==> src/rtl/apb_pkg.sv <==
// apb_pkg: shared definitions for the APB transaction master.
// Holds the request/response packet field offsets, the response status
// codes and the FSM state encoding used by apb_txn_master.
package apb_pkg;

    // Packet layout (48-bit):
    //   request : [47] write, [46:40] slv_id, [39:32] addr, [31:0] wdata
    //   response: [47] write, [46:40] slv_id, [39:38] status, [37:32] zero,
    //             [31:0] rdata
    localparam int PKT_WRITE_BIT  = 47;
    localparam int PKT_SLV_LSB    = 40;
    localparam int PKT_SLV_W      = 7;
    localparam int PKT_ADDR_LSB   = 32;
    localparam int PKT_STATUS_LSB = 38;

    localparam logic [1:0] STATUS_OK      = 2'b00;
    localparam logic [1:0] STATUS_SLVERR  = 2'b01;
    localparam logic [1:0] STATUS_TIMEOUT = 2'b10;
    localparam logic [1:0] STATUS_BADID   = 2'b11;

    typedef enum logic [1:0] {
        ST_IDLE   = 2'd0,
        ST_SETUP  = 2'd1,
        ST_ACCESS = 2'd2,
        ST_RESP   = 2'd3
    } state_t;

endpackage

==> src/rtl/apb_req_fifo.sv <==
// apb_req_fifo: single-clock synchronous FIFO with registered read data
// (show-ahead off: pop_data is valid the cycle after pop).
// Ports:
//   clk, rst_n      clock, asynchronous active-low reset
//   push, push_data write strobe and data (ignored when full)
//   pop, pop_data   read strobe (ignored when empty) and registered data
//   full, empty     occupancy flags
//   count           current occupancy, 0..DEPTH
module apb_req_fifo #(
    parameter int WIDTH = 48,
    parameter int DEPTH = 16
) (
    input  logic                     clk,
    input  logic                     rst_n,
    input  logic                     push,
    input  logic [WIDTH-1:0]         push_data,
    input  logic                     pop,
    output logic [WIDTH-1:0]         pop_data,
    output logic                     full,
    output logic                     empty,
    output logic [$clog2(DEPTH):0]   count
);

    localparam int AW = $clog2(DEPTH);
    localparam logic [AW:0] FULL_COUNT = (AW+1)'(DEPTH);

    logic [WIDTH-1:0] mem [DEPTH];
    logic [AW-1:0]    wptr;
    logic [AW-1:0]    rptr;
    logic             do_push;
    logic             do_pop;

    assign do_push = push && !full;
    assign do_pop  = pop && !empty;
    assign full    = (count == FULL_COUNT);
    assign empty   = (count == '0);

    always_ff @(posedge clk or negedge rst_n) begin
        if (!rst_n) begin
            wptr     <= '0;
            rptr     <= '0;
            count    <= '0;
            pop_data <= '0;
        end else begin
            if (do_push) begin
                wptr <= wptr + 1'b1;
            end
            if (do_pop) begin
                rptr     <= rptr + 1'b1;
                pop_data <= mem[rptr];
            end
            // Simultaneous push and pop leave occupancy unchanged.
            case ({do_push, do_pop})
                2'b10:   count <= count + 1'b1;
                2'b01:   count <= count - 1'b1;
                default: count <= count;
            endcase
        end
    end

    // Storage needs no reset; pointers and count define validity.
    always_ff @(posedge clk) begin
        if (do_push) begin
            mem[wptr] <= push_data;
        end
    end

endmodule

==> src/rtl/apb_txn_master.sv <==
// apb_txn_master: pulls request packets from an upstream FIFO, runs each
// as one APB transfer on the addressed slave and pushes a response packet.
// Ports:
//   apb_clk, apb_rst_n     clock, asynchronous active-low reset
//   pp_wr_fifo_*           upstream request FIFO (empty, pop strobe, data
//                          valid the cycle after the strobe)
//   pp_rd_prog_fifo_full   downstream backpressure
//   pp_rd_fifo_en/_data    downstream response push strobe and packet
//   apb_*                  APB master signals; prdata/pready/pslverr are
//                          per-slave vectors, prdata flattened
//   fsm_state              current FSM state (debug visibility)
//
// Handshakes: upstream, a pop is issued only while pp_wr_fifo_empty=0 and
// the internal buffer has room for it plus any pop whose data is still in
// flight; downstream, a response is pushed (pp_rd_fifo_en=1 for one cycle)
// only for a transaction started while pp_rd_prog_fifo_full was 0; on APB
// a transfer completes in ACCESS on the first cycle pready[slv_id]=1.
module apb_txn_master
    import apb_pkg::*;
#(
    parameter int RAH_PACKET_WIDTH = 48,
    parameter int NUM_SLAVES       = 4,
    parameter int DATA_WIDTH       = 32,
    parameter int ADDR_WIDTH       = 8,
    parameter int FIFO_DEPTH       = 16,
    parameter int TIMEOUT_CYCLES   = 255
) (
    input  logic                             apb_clk,
    input  logic                             apb_rst_n,
    input  logic                             pp_wr_fifo_empty,
    input  logic [RAH_PACKET_WIDTH-1:0]      pp_wr_fifo_read_data,
    output logic                             pp_wr_fifo_read_en,
    input  logic                             pp_rd_prog_fifo_full,
    output logic                             pp_rd_fifo_en,
    output logic [RAH_PACKET_WIDTH-1:0]      pp_rd_fifo_data,
    output logic [NUM_SLAVES-1:0]            apb_psel,
    output logic                             apb_penable,
    output logic                             apb_pwrite,
    output logic [ADDR_WIDTH-1:0]            apb_paddr,
    output logic [DATA_WIDTH-1:0]            apb_pwdata,
    input  logic [NUM_SLAVES*DATA_WIDTH-1:0] apb_prdata,
    input  logic [NUM_SLAVES-1:0]            apb_pready,
    input  logic [NUM_SLAVES-1:0]            apb_pslverr,
    output logic [1:0]                       fsm_state
);

    localparam int CW = $clog2(FIFO_DEPTH) + 1;
    localparam logic [CW-1:0] DEPTH_C = CW'(FIFO_DEPTH);
    localparam int TW = $clog2(TIMEOUT_CYCLES + 1);
    localparam logic [TW-1:0] TIMEOUT_LAST = TW'(TIMEOUT_CYCLES - 1);
    localparam logic [PKT_SLV_W-1:0] NUM_SLAVES_C = PKT_SLV_W'(NUM_SLAVES);

    state_t state, state_next;

    logic                        ingest_en;
    logic                        rd_pending;
    logic [RAH_PACKET_WIDTH-1:0] fifo_dout;
    logic                        fifo_full;
    logic                        fifo_empty;
    logic [CW-1:0]               fifo_count;
    logic                        fifo_pop;
    logic                        stage_valid;
    logic                        consume;
    logic                        head_ok;

    logic                        pkt_write;
    logic [PKT_SLV_W-1:0]        pkt_slv;
    logic [ADDR_WIDTH-1:0]       pkt_addr;
    logic [DATA_WIDTH-1:0]       pkt_wdata;
    logic [1:0]                  status_q;
    logic [DATA_WIDTH-1:0]       rdata_q;
    logic [TW-1:0]               wait_cnt;

    logic [NUM_SLAVES-1:0]       sel_onehot;
    logic [DATA_WIDTH-1:0]       sel_rdata;
    logic                        sel_ready;
    logic                        sel_err;

    // ingest_en keeps the pop strobe low while in reset and for the first
    // edge after it, so no pop is issued from a reset state.
    assign pp_wr_fifo_read_en = ingest_en && !pp_wr_fifo_empty && !fifo_full &&
                                ((fifo_count + CW'(rd_pending)) < DEPTH_C);

    apb_req_fifo #(
        .WIDTH (RAH_PACKET_WIDTH),
        .DEPTH (FIFO_DEPTH)
    ) u_req_fifo (
        .clk       (apb_clk),
        .rst_n     (apb_rst_n),
        .push      (rd_pending),
        .push_data (pp_wr_fifo_read_data),
        .pop       (fifo_pop),
        .pop_data  (fifo_dout),
        .full      (fifo_full),
        .empty     (fifo_empty),
        .count     (fifo_count)
    );

    // The buffer's read data is registered, so one entry is prefetched into
    // its output register (stage_valid) ahead of IDLE. Refilling in the same
    // cycle the staged entry is consumed keeps back-to-back transfers at
    // 4 cycles. Prefetch is held off under backpressure so the buffer alone
    // absorbs a stalled stream.
    assign fifo_pop = !fifo_empty && !pp_rd_prog_fifo_full && (!stage_valid || consume);
    assign head_ok  = (fifo_dout[PKT_SLV_LSB +: PKT_SLV_W] < NUM_SLAVES_C);

    always_comb begin
        sel_onehot = '0;
        sel_rdata  = '0;
        for (int i = 0; i < NUM_SLAVES; i++) begin
            if (pkt_slv == PKT_SLV_W'(i)) begin
                sel_onehot[i] = 1'b1;
                sel_rdata     = apb_prdata[i*DATA_WIDTH +: DATA_WIDTH];
            end
        end
    end

    assign sel_ready = |(apb_pready & sel_onehot);
    assign sel_err   = |(apb_pslverr & sel_onehot);
    assign fsm_state = state;

    always_ff @(posedge apb_clk or negedge apb_rst_n) begin
        if (!apb_rst_n) begin
            state <= ST_IDLE;
        end else begin
            state <= state_next;
        end
    end

    always_comb begin
        state_next      = state;
        consume         = 1'b0;
        apb_psel        = '0;
        apb_penable     = 1'b0;
        apb_pwrite      = 1'b0;
        apb_paddr       = '0;
        apb_pwdata      = '0;
        pp_rd_fifo_en   = 1'b0;
        pp_rd_fifo_data = '0;
        case (state)
            ST_IDLE: begin
                if (stage_valid && !pp_rd_prog_fifo_full) begin
                    consume    = 1'b1;
                    state_next = head_ok ? ST_SETUP : ST_RESP;
                end
            end
            ST_SETUP: begin
                apb_psel   = sel_onehot;
                apb_pwrite = pkt_write;
                apb_paddr  = pkt_addr;
                apb_pwdata = pkt_wdata;
                state_next = ST_ACCESS;
            end
            ST_ACCESS: begin
                apb_psel    = sel_onehot;
                apb_penable = 1'b1;
                apb_pwrite  = pkt_write;
                apb_paddr   = pkt_addr;
                apb_pwdata  = pkt_wdata;
                if (sel_ready || (wait_cnt == TIMEOUT_LAST)) begin
                    state_next = ST_RESP;
                end
            end
            ST_RESP: begin
                pp_rd_fifo_en   = 1'b1;
                pp_rd_fifo_data = RAH_PACKET_WIDTH'({pkt_write, pkt_slv, status_q,
                                                     6'b0, rdata_q});
                state_next      = ST_IDLE;
            end
            default: state_next = ST_IDLE;
        endcase
    end

    always_ff @(posedge apb_clk or negedge apb_rst_n) begin
        if (!apb_rst_n) begin
            ingest_en   <= 1'b0;
            rd_pending  <= 1'b0;
            stage_valid <= 1'b0;
            pkt_write   <= 1'b0;
            pkt_slv     <= '0;
            pkt_addr    <= '0;
            pkt_wdata   <= '0;
            status_q    <= STATUS_OK;
            rdata_q     <= '0;
            wait_cnt    <= '0;
        end else begin
            ingest_en   <= 1'b1;
            rd_pending  <= pp_wr_fifo_read_en;
            stage_valid <= fifo_pop || (stage_valid && !consume);
            if (consume) begin
                pkt_write <= fifo_dout[PKT_WRITE_BIT];
                pkt_slv   <= fifo_dout[PKT_SLV_LSB +: PKT_SLV_W];
                pkt_addr  <= fifo_dout[PKT_ADDR_LSB +: ADDR_WIDTH];
                pkt_wdata <= fifo_dout[DATA_WIDTH-1:0];
                status_q  <= head_ok ? STATUS_OK : STATUS_BADID;
                rdata_q   <= '0;
            end
            if (state == ST_ACCESS) begin
                if (sel_ready) begin
                    status_q <= sel_err ? STATUS_SLVERR : STATUS_OK;
                    rdata_q  <= pkt_write ? '0 : sel_rdata;
                end else if (wait_cnt == TIMEOUT_LAST) begin
                    status_q <= STATUS_TIMEOUT;
                end
                wait_cnt <= wait_cnt + 1'b1;
            end else begin
                wait_cnt <= '0;
            end
        end
    end

endmodule

==> config.mk <==
export PLATFORM = sky130hd
export DESIGN_NAME = apb_txn_master
export DESIGN_NICKNAME = d
export VERILOG_FILES = /design/src/rtl/apb_pkg.sv /design/src/rtl/apb_req_fifo.sv /design/src/rtl/apb_txn_master.sv
export SDC_FILE = /design/constraint.sdc
export NUM_CORES = 1
export LEC_CHECK = 0
export BUFFER_PORTS_ARGS = -buffer_cell sky130_fd_sc_hd__buf_2
export CAP_MARGIN = 20
export CORE_MARGIN = 2
export CORE_UTILIZATION = 35
export CTS_BUF_LIST = sky130_fd_sc_hd__clkbuf_16
export CTS_CLUSTER_SIZE = 24
export DETAILED_ROUTE_END_ITERATION = 16
export SLEW_MARGIN = 15
export SYNTH_ARGS = -nofsm -noshare
export SYNTH_HDL_FRONTEND = slang
export SYNTH_SLANG_ARGS = --single-unit
export TNS_END_PERCENT = 50
==> constraint.sdc <==
create_clock -name apb_clk -period 6.2 [get_ports apb_clk]
set_input_delay 0.31 -clock apb_clk [delete_from_list [all_inputs] [get_ports apb_clk]]
set_output_delay 0.31 -clock apb_clk [all_outputs]
set_load 0.02 [all_outputs]
==> results of run 1 <==
[per-layer routing]
metal / wire, um / share of wire (%) / vias up
li1: - / - / 8180
met5: 46 / 0.051 / -
met1: 38400 / 43 / 10200
met4: 2130 / 2.4 / 6
met3: 6410 / 7.2 / 138
met2: 42400 / 47 / 726
[logic make-up (layout without fill, tap and decap cells)]
family	after synthesis	after routing	share of synthesized area, %
DFF	924	924	73.9
and+or+nand+nor	305	305	4.06
muxes	276	276	15.3
AOI/OAI and AO/OA	196	196	3.98
buffers and inverters	134	547	1.81
xor gates and xnor gates	17	17	0.408
adders and majority gates	15	15	0.535
other	2	10	0.0206
[worst paths after layout]
path / from / endpoint / cells after the start
worst max-delay path: u_req_fifo.count[1] / u_req_fifo.count[4] / 9
worst min-delay path: pp_wr_fifo_read_data[13] / u_req_fifo.mem[0][13] / 1
worst max register to register: u_req_fifo.count[1] / u_req_fifo.count[4] / 9
worst min register to register: pkt_addr[5] / pkt_addr[5] / 2
max in group asynchronous: apb_rst_n / pkt_wdata[17] / 3
min in group asynchronous: apb_rst_n / pkt_addr[2] / 2
[worst register-to-register path, delay by kind of cell, from the launching register on]
| family | cells | cell delay (ns) |
|---|---|---|
| AOI/OAI and AO/OA | 3 | 1.15 |
| xor gates and xnor gates | 1 | 0.15 |
| adders and majority gates | 2 | 0.78 |
| buffers and inverters | 1 | 0.23 |
| DFF | 1 | 0.43 |
| muxes | 1 | 0.29 |
| and+or+nand+nor | 1 | 0.63 |
[registers in the layout, indices dropped and copies added (netlist names)]
signal / flops
ingest_en: 1
wait_cnt: 8
stage_valid: 1
u_req_fifo.wptr: 4
rd_pending: 1
u_req_fifo.rptr: 4
pkt_wdata: 32
status_q: 2
pkt_slv: 7
rdata_q: 32
u_req_fifo.mem: 768
u_req_fifo.count: 5
u_req_fifo.pop_data: 48
fsm_state: 2
pkt_addr: 8
pkt_write: 1
[cell type report]
cell class	instances	area share, %
Clock buffer	97	5.64
Timing Repair Buffer	354	4.91
Clock inverter	84	1.65
Inverter	12	0.105
Antenna cell	3	0.0175
Sequential cell	924	62.7
Multi-Input combinational cell	816	20.9
Tap cell	1380	4.01
[layout by cell type (no fill, tap or decap), types with 5 or more instances in the layout]
| cell | synthesis | routed |
|---|---|---|
| ha_1 | 14 | 13 |
| a22o_1 | 32 | 32 |
| dlygate4sd3_1 | 0 | 39 |
| clkinv_2 | 0 | 16 |
| mux4_2 | 226 | 226 |
| clkbuf_16 | 0 | 97 |
| mux2i_1 | 49 | 49 |
| nor2_4 | 0 | 12 |
| xnor2_1 | 15 | 15 |
| buf_4 | 15 | 32 |
| o21ai_0 | 7 | 7 |
| bufinv_16 | 0 | 10 |
| edfxtp_1 | 768 | 768 |
| inv_1 | 12 | 32 |
| clkinvlp_4 | 0 | 5 |
| conb_1 | 2 | 7 |
| nand2_1 | 158 | 158 |
| a21o_1 | 50 | 50 |
| clkinv_1 | 0 | 21 |
| nand3_1 | 5 | 5 |
| and2_1 | 90 | 90 |
| o22ai_1 | 49 | 49 |
| a211oi_1 | 48 | 48 |
| dfrtp_1 | 156 | 150 |
| buf_2 | 51 | 278 |
[power groups by stage]
stage               combinational (mW)  clock (mW)  sequential (mW)
finish                            4.96        5.70             8.01
global route                      5.38        6.07             8.10
CTS                               5.03        5.81             8.02
detailed placement                4.99           0             8.14
global placement                  4.92           0             8.11
floorplan                         3.90           0             7.69
[stage by stage]
stage	worst slack (ns)	cell area [um2]	power, mW	utilization [%]	hold slack, ns
2_1_floorplan	1.38	36500	11.6	-	0.0144
3_3_place_gp	2.56	39500	13.0	38.1	0.431
3_5_place_dp	2.48	39500	13.1	38.1	0.439
4_1_cts	2.44	43000	18.9	41.5	0.00131
5_1_grt	2.20	43000	19.6	41.6	0.0283
6_report	2.45	43000	18.7	41.6	0.0318
==> metrics.md, run 1 <==
| Metric | Value |
|---|---|
| # IOs | 286 |
| Net Sw Frac | 30.7% |
| Post-DR vias/cell | 5.25 |
| Synth top area cells | edfxtp_1 63%, mux4_2 14%, dfrtp_1 11% |
| Power per cell area | 434 nW/um2 |
| Unrepaired setup endpoints after global routing | no |
| Clock buffer depth | 3 |
| PortBufs | 279 |
| Routed Antenna Nets | 0 |
| Placeable Area | 103000 um2 |
| DRT iter0 DRCs | 1458 |
| Worst Path Arrival | 4.33 ns |
| Routed WL | 89.5 mm |
| Initial Util | 35.3% |
| Min Tclk post-route | 3.75 ns |
| First-pass GRT wire length | 132 mm |
| F_max | 267 MHz |
| Post-synth EDFFs | 768 |
| Largest net degree at the start of global routing | 116 |
| Combinational share of power | 26.6% |
| Synthesized flop and latch total | 924 |
| GR Util met2 | 26.9% |
| Vert. Die Dim | 327 um |
| Layout net count | 2407 |
| Slew Viols, Final | 0 |
| Crit-path max cell delay | 0.76 ns |
| Placed insts | 3446 |
| Max Cap Violations | 0 |
| Bufs and invs on worst path | 1 |
| Vias in the first global route | 20300 |
| CP Max Fanout | 26 |
| Final setup TNS | 0 ns |
| Cell row count | 118 |
| Die area | 107000 um2 |
| Drc violations | 0 |
| Synthesized area | 36500 um2 |
| Top-count cell post-synth | edfxtp_1 |
| Top Family by Delay on Critical Path | compound AO/OA/AOI/OAI gates |
| CTS Buf Count | 96 |
| Filler cell count | 9136 |
| Critical path class | flop to flop |
| R2r setup slk | 2.45 ns |
| CTS tree | yes |
| Final setup skew | 0.0209 ns |
| Yosys top cell area share | 63.2% |
| GRT Overall Usage | 16.6% |
| Slew HR | 25.8% |
| Grt peak-use layer | met2 |
| Period utilization | 60.4% |
| CP max stage cell | o221ai_4 |
| Overflow after GRT | 0 |
| Synth cell types | 48 |
| Clock Latency Late Sink | 0.67 ns |
| Share of layout cells above drive strength 1 | 31.2% |
| First drt pass iteration count | 5 |
| Die Wd | 327 um |
| CP Launch Type | flop |
| YS warnings | 0 |
| Worst vdd ir | 297 uV |
| Final number of setup-violating endpoints | 0 |
| Clk pwr share | 30.5% |
| Post-Layout Cell Count | 3670 |
| Register area share after synthesis | 73.9% |
| Number of H-tree levels | 3 |
| Placer Congestion | 0.919 |
| Worst setup EP type | flop |
| Async S/R FF share, synth | 16.9% |
| Layout area overhead | 17.9% |
| # Post-CTS Setup Buffers | 0 |
| LEAKAGE | 15.4 nW |
| Reg power frac | 42.9% |
| Slew @ Worst Pin | 1.11 ns |
| Post-synth top flop | edfxtp_1 |
| HP Class | input port to flop |
| Avg Cell Area, Syn | 19.5 um2 |
| Synth Instances | 1869 |
| Via count | 19300 |
| Antenna violations before repair | 7 |
| Global routing usage on met3 | 3.28% |
| Root buffer cell | clkbuf_16 |
| CTS clk-pin slew, worst paths | 0.06 ns |
| Post-cts resize count | 0 |
| Final hold violations | 0 |
| Int Pwr | 12.9 mW |
| GRT met1 Usage | 22.8% |
| Post-DP HPWL | 48.7 mm |
| Wire per inst | 24.4 um |
| Cell taking the most area after synthesis | edfxtp_1 |
| FF+latch area | 27000 um2 |
| Switch Pwr | 5.74 mW |
| Critical Path RT | 6.78 ns |
| Critical-path cell list | or4_1 -> o221ai_4 -> inv_1 -> ha_1 -> fa_1 -> a21o_1 -> a21oi_1 -> mux2i_1 -> xnor2_1 |
| Area of the multi-input gates | 9010 um2 |
| Most instantiated cells after synthesis | 768 x edfxtp_1, 226 x mux4_2, 158 x nand2_1, 156 x dfrtp_1, 90 x and2_1 |
| Status | completed |
| Hold buffers post-CTS | 39 |
| TritonCTS Sinks | 924 |
Power figures use the tool's default switching activity.
==> run 2: changes to the inputs <==
ABC_AREA = 1   (was not set)
clock period = 3.71 ns   (was 6.2 ns; I/O delays follow)
==> run 2 against run 1 <==
Via count is 44% higher; final cell count is 51% higher; combinational power is 140% higher; synthesized cell count is 96% higher; first-iteration DRC count is 72% higher; fmax is 20% higher; largest cell class unchanged.
==> metrics.md, run 2 <==
| Metric | Value |
|---|---|
| Worst R2R Start | pkt_slv[5] (was u_req_fifo.count[1]) |
| First drt pass iteration count | 6 (was 5) |
| GRT Overall Usage | 19.4% (was 16.6%) |
| Worst vdd ir | 1120 uV (was 297 uV) |
| Worst Path Arrival | 3.73 ns (was 4.33 ns) |
| Hold wc startpoint | apb_prdata[108] (was pp_wr_fifo_read_data[13]) |
| Clock buffer depth | 3 (unchanged) |
| Worst r2r path cells | 10 (was 9) |
| Cell row count | 122 (was 118) |
| Final setup skew | 0.0194 ns (was 0.0209 ns) |
| Largest net degree at the start of global routing | 208 (was 116) |
| LEAKAGE | 18.9 nW (was 15.4 nW) |
| # Post-CTS Setup Buffers | 0 (unchanged) |
| Overflow after GRT | 0 (unchanged) |
| Power Total | 33.8 mW (was 18.7 mW) |
| R2r setup slk | 0.58 ns (was 2.45 ns) |
| Root buffer cell | clkbuf_16 (unchanged) |
| Async S/R FF share, synth | 16.9% (unchanged) |
| Share of layout cells above drive strength 1 | 13.4% (was 31.2%) |
| Final number of setup-violating endpoints | 0 (unchanged) |
| Power per cell area | 731 nW/um2 (was 434 nW/um2) |
| Placer Congestion | 0.903 (was 0.919) |
| Yosys top cell area share | 59.0% (was 63.2%) |
| Antenna violations before repair | 10 (was 7) |
| Top flop regs | u_req_fifo.mem (768), u_req_fifo.pop_data (48) (unchanged) |
| Final Core Density | 41.7% (was 41.6%) |
| First-pass GRT wire length | 171 mm (was 132 mm) |
| HP Class | input port to flop (unchanged) |
| Post-synth top flop | edfxtp_1 (unchanged) |
| Initial Util | 35.3% (about the same) |
| CTS clk-pin slew, worst paths | 0.06 ns (about the same) |
| Avg Cell Area, Syn | 10.7 um2 (was 19.5 um2) |
| F_max | 319 MHz (was 267 MHz) |
| Slew @ Worst Pin | 1.22 ns (was 1.11 ns) |
| Hold Crit Depth | 5 (was 1) |
| Clock Latency Late Sink | 0.66 ns (was 0.67 ns) |
| Synth top area cells | edfxtp_1 59%, nand2_1 12%, dfrtp_1 10% (was edfxtp_1 63%, mux4_2 14%, dfrtp_1 11%) |
| Layout area overhead | 18.1% (was 17.9%) |
| PortBufs | 279 (unchanged) |
| Synthesized flop and latch total | 924 (unchanged) |
| Routed Antenna Nets | 0 (unchanged) |
| WHS Endpoint | rdata_q[12] (was u_req_fifo.mem[0][13]) |
| YS warnings | 0 (unchanged) |
| DRT iter0 DRCs | 2513 (was 1458) |
| Max Cap Violations | 0 (unchanged) |
| CP Max Fanout | 54 (was 26) |
| TritonCTS Sinks | 924 (unchanged) |
| Wire per inst | 20.4 um (was 24.4 um) |
| Drc violations | 0 (unchanged) |
| CP Launch Type | flop (unchanged) |
| Status | completed (unchanged) |
| Post-cts resize count | 0 (unchanged) |
| Period utilization | 84.4% (was 60.4%) |
| Number of flip-flops in the largest register | 768 (unchanged) |
| Number of H-tree levels | 3 (unchanged) |
| # IOs | 286 (unchanged) |
| Post-Layout Cell Count | 5555 (was 3670) |
| Most instantiated cells after synthesis | 1200 x nand2_1, 768 x edfxtp_1, 513 x nand3_1, 188 x inv_1, 178 x nor2_1 (was 768 x edfxtp_1, 226 x mux4_2, 158 x nand2_1, 156 x dfrtp_1, 90 x and2_1) |
| Slew HR | 18.8% (was 25.8%) |
| Post-DP HPWL | 65.0 mm (was 48.7 mm) |
| Placed insts | 5268 (was 3446) |
| Slew Viols, Final | 0 (unchanged) |
| Die Wd | 338 um (was 327 um) |
| Top-count cell post-synth | nand2_1 (was edfxtp_1) |
| Synthesized area | 39100 um2 (was 36500 um2) |
| Synth Instances | 3663 (was 1869) |
| Routed WL | 113 mm (was 89.5 mm) |
| Via count | 27700 (was 19300) |
| Vias in the first global route | 26700 (was 20300) |
| Synth cell types | 42 (was 48) |
| Worst setup EP type | flop (unchanged) |
| Layout net count | 4185 (was 2407) |
| Final hold violations | 0 (unchanged) |
| Min Tclk post-route | 3.13 ns (was 3.75 ns) |
| Cell taking the most area after synthesis | edfxtp_1 (unchanged) |
| Post-DR vias/cell | 4.99 (was 5.25) |
| Register area share after synthesis | 68.9% (was 73.9%) |
| Critical Path RT | 4.31 ns (was 6.78 ns) |
| Critical path class | flop to flop (unchanged) |
| CTS Buf Count | 94 (was 96) |
| Top reg by flops | u_req_fifo.mem (unchanged) |
| Unrepaired setup endpoints after global routing | no (unchanged) |
| Post-synth EDFFs | 768 (unchanged) |
| Placeable Area | 111000 um2 (was 103000 um2) |
| Worst R2R End | rdata_q[11] (was u_req_fifo.count[4]) |
| Die area | 114000 um2 (was 107000 um2) |
| Final setup TNS | 0 ns (unchanged) |
| Vert. Die Dim | 338 um (was 327 um) |
| CTS tree | yes (unchanged) |
| Most common cell after layout, fill and taps aside | nand2_1 (was edfxtp_1) |
| Filler cell count | 10500 (was 9136) |
| Commonest non-fill, non-tap cells in the layout | 1200 x nand2_1, 768 x edfxtp_1, 513 x nand3_1 (was 768 x edfxtp_1, 278 x buf_2, 226 x mux4_2) |
==> run 2: cell count changes in the layout (fill, tap and decap cells not counted), moves of 32 or more <==
cell,before,now
nand2_1,158,1200
nand3_1,5,513
mux4_2,226,0
inv_1,32,218
o21ai_0,7,172
nor2_1,4,162
and2_1,90,1
dlygate4sd3_1,39,106
a21oi_1,2,58
nand4_1,4,56
a21o_1,50,0
mux2i_1,49,0
a211oi_1,48,1
a22o_1,32,0
==> run 2: cells by family after synthesis <==
logic type | count (synthesis) | synth area share [%]
AOI/OAI and AO/OA | 286 | 3.90
xor gates and xnor gates | 10 | 0.224
adders and majority gates | 15 | 0.499
buffers and inverters | 433 | 4.89
DFF | 924 | 68.9
other | 2 | 0.0192
and+or+nand+nor | 1993 | 21.5
==> run 2: critical path, stage by stage, from the launching register on <==
cell and delay, ns:
dfrtp_1 0.40, inv_2 0.05, nand2_1 0.09, nor2_4 0.13
buf_4 0.47, nand3_1 0.35, nand4_1 0.19, dlygate4sd3_1 0.57
nand3_1 0.09, dlygate4sd3_1 0.61, nand2_1 0.06
==> run 2: worst max-delay path by stage <==
stage                   startpoint               endpoint  slack [ns]  cells past startpoint
2_1_floorplan  u_req_fifo.count[0]  u_req_fifo.mem[11][0]        0.27                      6
3_3_place_gp          fsm_state[0]    u_req_fifo.count[3]        0.88                     14
3_5_place_dp          fsm_state[0]    u_req_fifo.count[3]        0.85                     14
4_1_cts               fsm_state[0]            apb_psel[1]        0.64                      6
5_1_grt                 pkt_slv[5]            rdata_q[11]        0.46                     10
6_report                pkt_slv[5]            rdata_q[11]        0.58                     10
==> run 2: repair_timing <==
| item | CTS | global route |
|---|---|---|
| hold endpoints to repair | 858 | 0 |
| endpoints found under the setup margin | 0 | 0 |
| hold buffers | 106 | 0 |
==> run 2: through the flow <==
step / setup WS [ns] / area (um2) / hold slack (ns)
6_report: 0.578 / 46200 / 0.00398
3_5_place_dp: 0.847 / 42200 / 0.242
2_1_floorplan: 0.265 / 39100 / -0.110
5_1_grt: 0.460 / 46200 / 0.0209
3_3_place_gp: 0.876 / 42200 / 0.238
4_1_cts: 0.638 / 46200 / 0.00104
==> run 2: layout make-up <==
type                    instances  area (um2)  share of cell area [%]
flip-flops and latches        924       27000                    58.4
well taps                    1488        1860                    4.03
multi-input cells            2311       10400                    22.5
clock buffers                  95        2380                    5.15
diodes                          4        10.0                  0.0217
inverters                     201         773                    1.67
clock inverters                82         562                    1.22
repair buffers                450        3250                    7.04
==> run 2: metal layers <==
layer	global-route usage [%]	share of wire (%)	vias to the layer above
met5	0	0.056	-
met4	6.59	3.0	10
met3	2.95	6.6	161
met2	31.9	47	950
met1	26.3	43	13500
li1	-	-	13100
==> run 2: power breakdown <==
group	leakage (nW)	switching, mW	internal (mW)
clock network	1.55	4.00	5.02
logic	8.44	8.60	3.32
registers	8.92	0.595	12.2
==> run 3: changes to the inputs <==
ABC_AREA = 0   (was 1)
clock period = 3.1 ns   (was 3.71 ns; I/O delays follow)
==> run 3 against run 2 <==
Cell area decreased by 4.0%; largest cell class unchanged; wire length decreased by 22%; first-iteration DRC count decreased by 44%; critical endpoint is now u_req_fifo.count[4]; via count decreased by 30%; core utilization increased by 1.1 points.
==> metrics.md, run 3 (synthesis results as in run 1) <==
| Metric | Value |
|---|---|
| Layout area overhead | 21.4% (was 18.1%) |
| Min Tclk post-route | 2.90 ns (was 3.13 ns) |
| Worst setup EP type | flop (unchanged) |
| Number of H-tree levels | 3 (unchanged) |
| LEAKAGE | 15.9 nW (was 18.9 nW) |
| Post-DP Area | 40000 um2 (was 42200 um2) |
| Via count | 19500 (was 27700) |
| Root buffer cell | clkbuf_16 (unchanged) |
| DRT iter0 DRCs | 1409 (was 2513) |
| Final setup skew | 0.0367 ns (was 0.0194 ns) |
| Status | completed (unchanged) |
| Number of flip-flops in the largest register | 768 (unchanged) |
| Initial Util | 35.3% (about the same) |
| First-pass GRT wire length | 133 mm (was 171 mm) |
| Beginning of the critical path | u_req_fifo.count[1] (was pkt_slv[5]) |
| Final hold violations | 0 (unchanged) |
| Routed WL | 88.7 mm (was 113 mm) |
| Vias in the first global route | 20700 (was 26700) |
| Fin area | 44300 um2 (was 46200 um2) |
| Commonest non-fill, non-tap cells in the layout | 768 x edfxtp_1, 278 x buf_2, 226 x mux4_2 (was 1200 x nand2_1, 768 x edfxtp_1, 513 x nand3_1) |
| Slew HR | 28.1% (was 18.8%) |
| Slew @ Worst Pin | 1.07 ns (was 1.22 ns) |
| Layout net count | 2514 (was 4185) |
| Worst setup margin | 0.195 ns (was 0.578 ns) |
| Worst vdd ir | 519 uV (was 1120 uV) |
| Placer Congestion | 0.953 (was 0.903) |
| Die area | 107000 um2 (was 114000 um2) |
| Antenna diode count | 0 (was 4) |
| Share of layout cells above drive strength 1 | 31.0% (was 13.4%) |
| Power Total | 38.0 mW (was 33.8 mW) |
| CTS Buf Count | 96 (was 94) |
| Filler cell count | 8930 (was 10500) |
| Clock buffer depth | 3 (unchanged) |
| Period utilization | 93.7% (was 84.4%) |
| Antenna violations before repair | 3 (was 10) |
| Largest net degree at the start of global routing | 76 (was 208) |
| CP Max Fanout | 6 (was 54) |
| Critical Path RT | 3.67 ns (was 4.31 ns) |
| Final number of setup-violating endpoints | 0 (unchanged) |
| F_max | 344 MHz (was 319 MHz) |
| Worst Path Arrival | 3.48 ns (was 3.73 ns) |
| Critical path class | flop to flop (unchanged) |
| Top flop regs | u_req_fifo.mem (768), u_req_fifo.pop_data (48) (unchanged) |
| First drt pass iteration count | 5 (was 6) |
| Worst r2r path cells | 9 (was 10) |
| Routed Antenna Nets | 0 (unchanged) |
| CTS tree | yes (unchanged) |
| GRT Overall Usage | 16.5% (was 19.4%) |
| Die Wd | 327 um (was 338 um) |
| HP Class | input port to asynchronous set/reset pin (was input port to flop) |
| # IOs | 286 (unchanged) |
| Clock Latency Late Sink | 0.68 ns (was 0.66 ns) |
| R2r setup slk | 0.20 ns (was 0.58 ns) |
| Post-DP HPWL | 53.2 mm (was 65.0 mm) |
| Max Cap Violations | 0 (unchanged) |
| Wire per inst | 23.5 um (was 20.4 um) |
| Unrepaired setup endpoints after global routing | no (unchanged) |
| Cell row count | 118 (was 122) |
| Post-DR vias/cell | 5.16 (was 4.99) |
| TritonCTS Sinks | 924 (unchanged) |
| CP Launch Type | flop (unchanged) |
| Slew Viols, Final | 0 (unchanged) |
| Most common cell after layout, fill and taps aside | edfxtp_1 (was nand2_1) |
| Vert. Die Dim | 327 um (was 338 um) |
| Top reg by flops | u_req_fifo.mem (unchanged) |
| PortBufs | 279 (unchanged) |
| Worst setup path end | u_req_fifo.count[4] (was rdata_q[11]) |
| Power per cell area | 858 nW/um2 (was 731 nW/um2) |
| CTS clk-pin slew, worst paths | 0.06 ns (about the same) |
| Worst slack, placed | 0.209 ns (was 0.847 ns) |
| Worst R2R End | u_req_fifo.count[4] (was rdata_q[11]) |
| Worst R2R Start | u_req_fifo.count[1] (was pkt_slv[5]) |
| Placeable Area | 103000 um2 (was 111000 um2) |
| Overflow after GRT | 0 (unchanged) |
| Drc violations | 0 (unchanged) |
==> run 3: worst min-delay path by stage <==
stage,startpoint,endpoint,slack [ns]
floorplan,apb_rst_n,fsm_state[0],-0.14
global placement,apb_rst_n,pkt_addr[0],0.23
detailed placement,apb_rst_n,pkt_addr[0],0.24
CTS,apb_rst_n,pkt_addr[0],0.10
global route,apb_rst_n,pkt_addr[0],0.12
finish,apb_rst_n,pkt_addr[0],0.08
==> run 3: what timing repair did <==
action | in CTS | in global routing
gates resized for setup | 0 | 0
hold buffers | 117 | 0
endpoints found under the hold margin | 877 | 0
setup buffers | 0 | 0
==> run 3: final cells by class <==
type	count	area, um2	share of cell area (%)
sequential	924	27000	60.9
multi-input combinational	816	9040	20.4
timing repair buffer	461	3400	7.66
clock buffer	98	2450	5.53
tap	1380	1730	3.90
clock inverter	83	689	1.56
inverter	12	45.0	0.102
==> run 3: critical path, stage by stage, from the launching register on <==
cell,delay (ns)
dfrtp_1,0.43
or4_1,0.63
o221ai_4,0.18
inv_1,0.12
ha_1,0.31
fa_1,0.44
a21o_1,0.19
a21oi_1,0.17
mux2i_1,0.23
xnor2_1,0.13
==> run 3: report_power, final <==
part	switching, mW	total (mW)	leakage [nW]	internal [mW]
Combinational	5.94	11.1	5.44	5.14
Sequential	0.887	15.6	8.89	14.7
Clock	4.82	11.3	1.61	6.52
==> run 3: routing by layer <==
| metal | vias up | wire length [um] | track usage [%] |
|---|---|---|---|
| li1 | 8413 | - | - |
| met1 | 10300 | 38300 | 22.4 |
| met2 | 638 | 43600 | 27.7 |
| met3 | 114 | 5150 | 2.92 |
| met4 | 6 | 1630 | 3.94 |
| met5 | - | 38 | 0 |
==> run 3: per-stage QoR <==
stage,hold slack [ns],TNS [ns],utilization [%],cells
after global routing,0.121,0,42.8,3774
after detailed placement,0.241,0,38.6,3475
final,0.0809,0,42.8,3774
after global placement,0.229,0,38.6,3475
after floorplan,-0.141,-252.41,-,1874
after CTS,0.103,0,42.8,3773
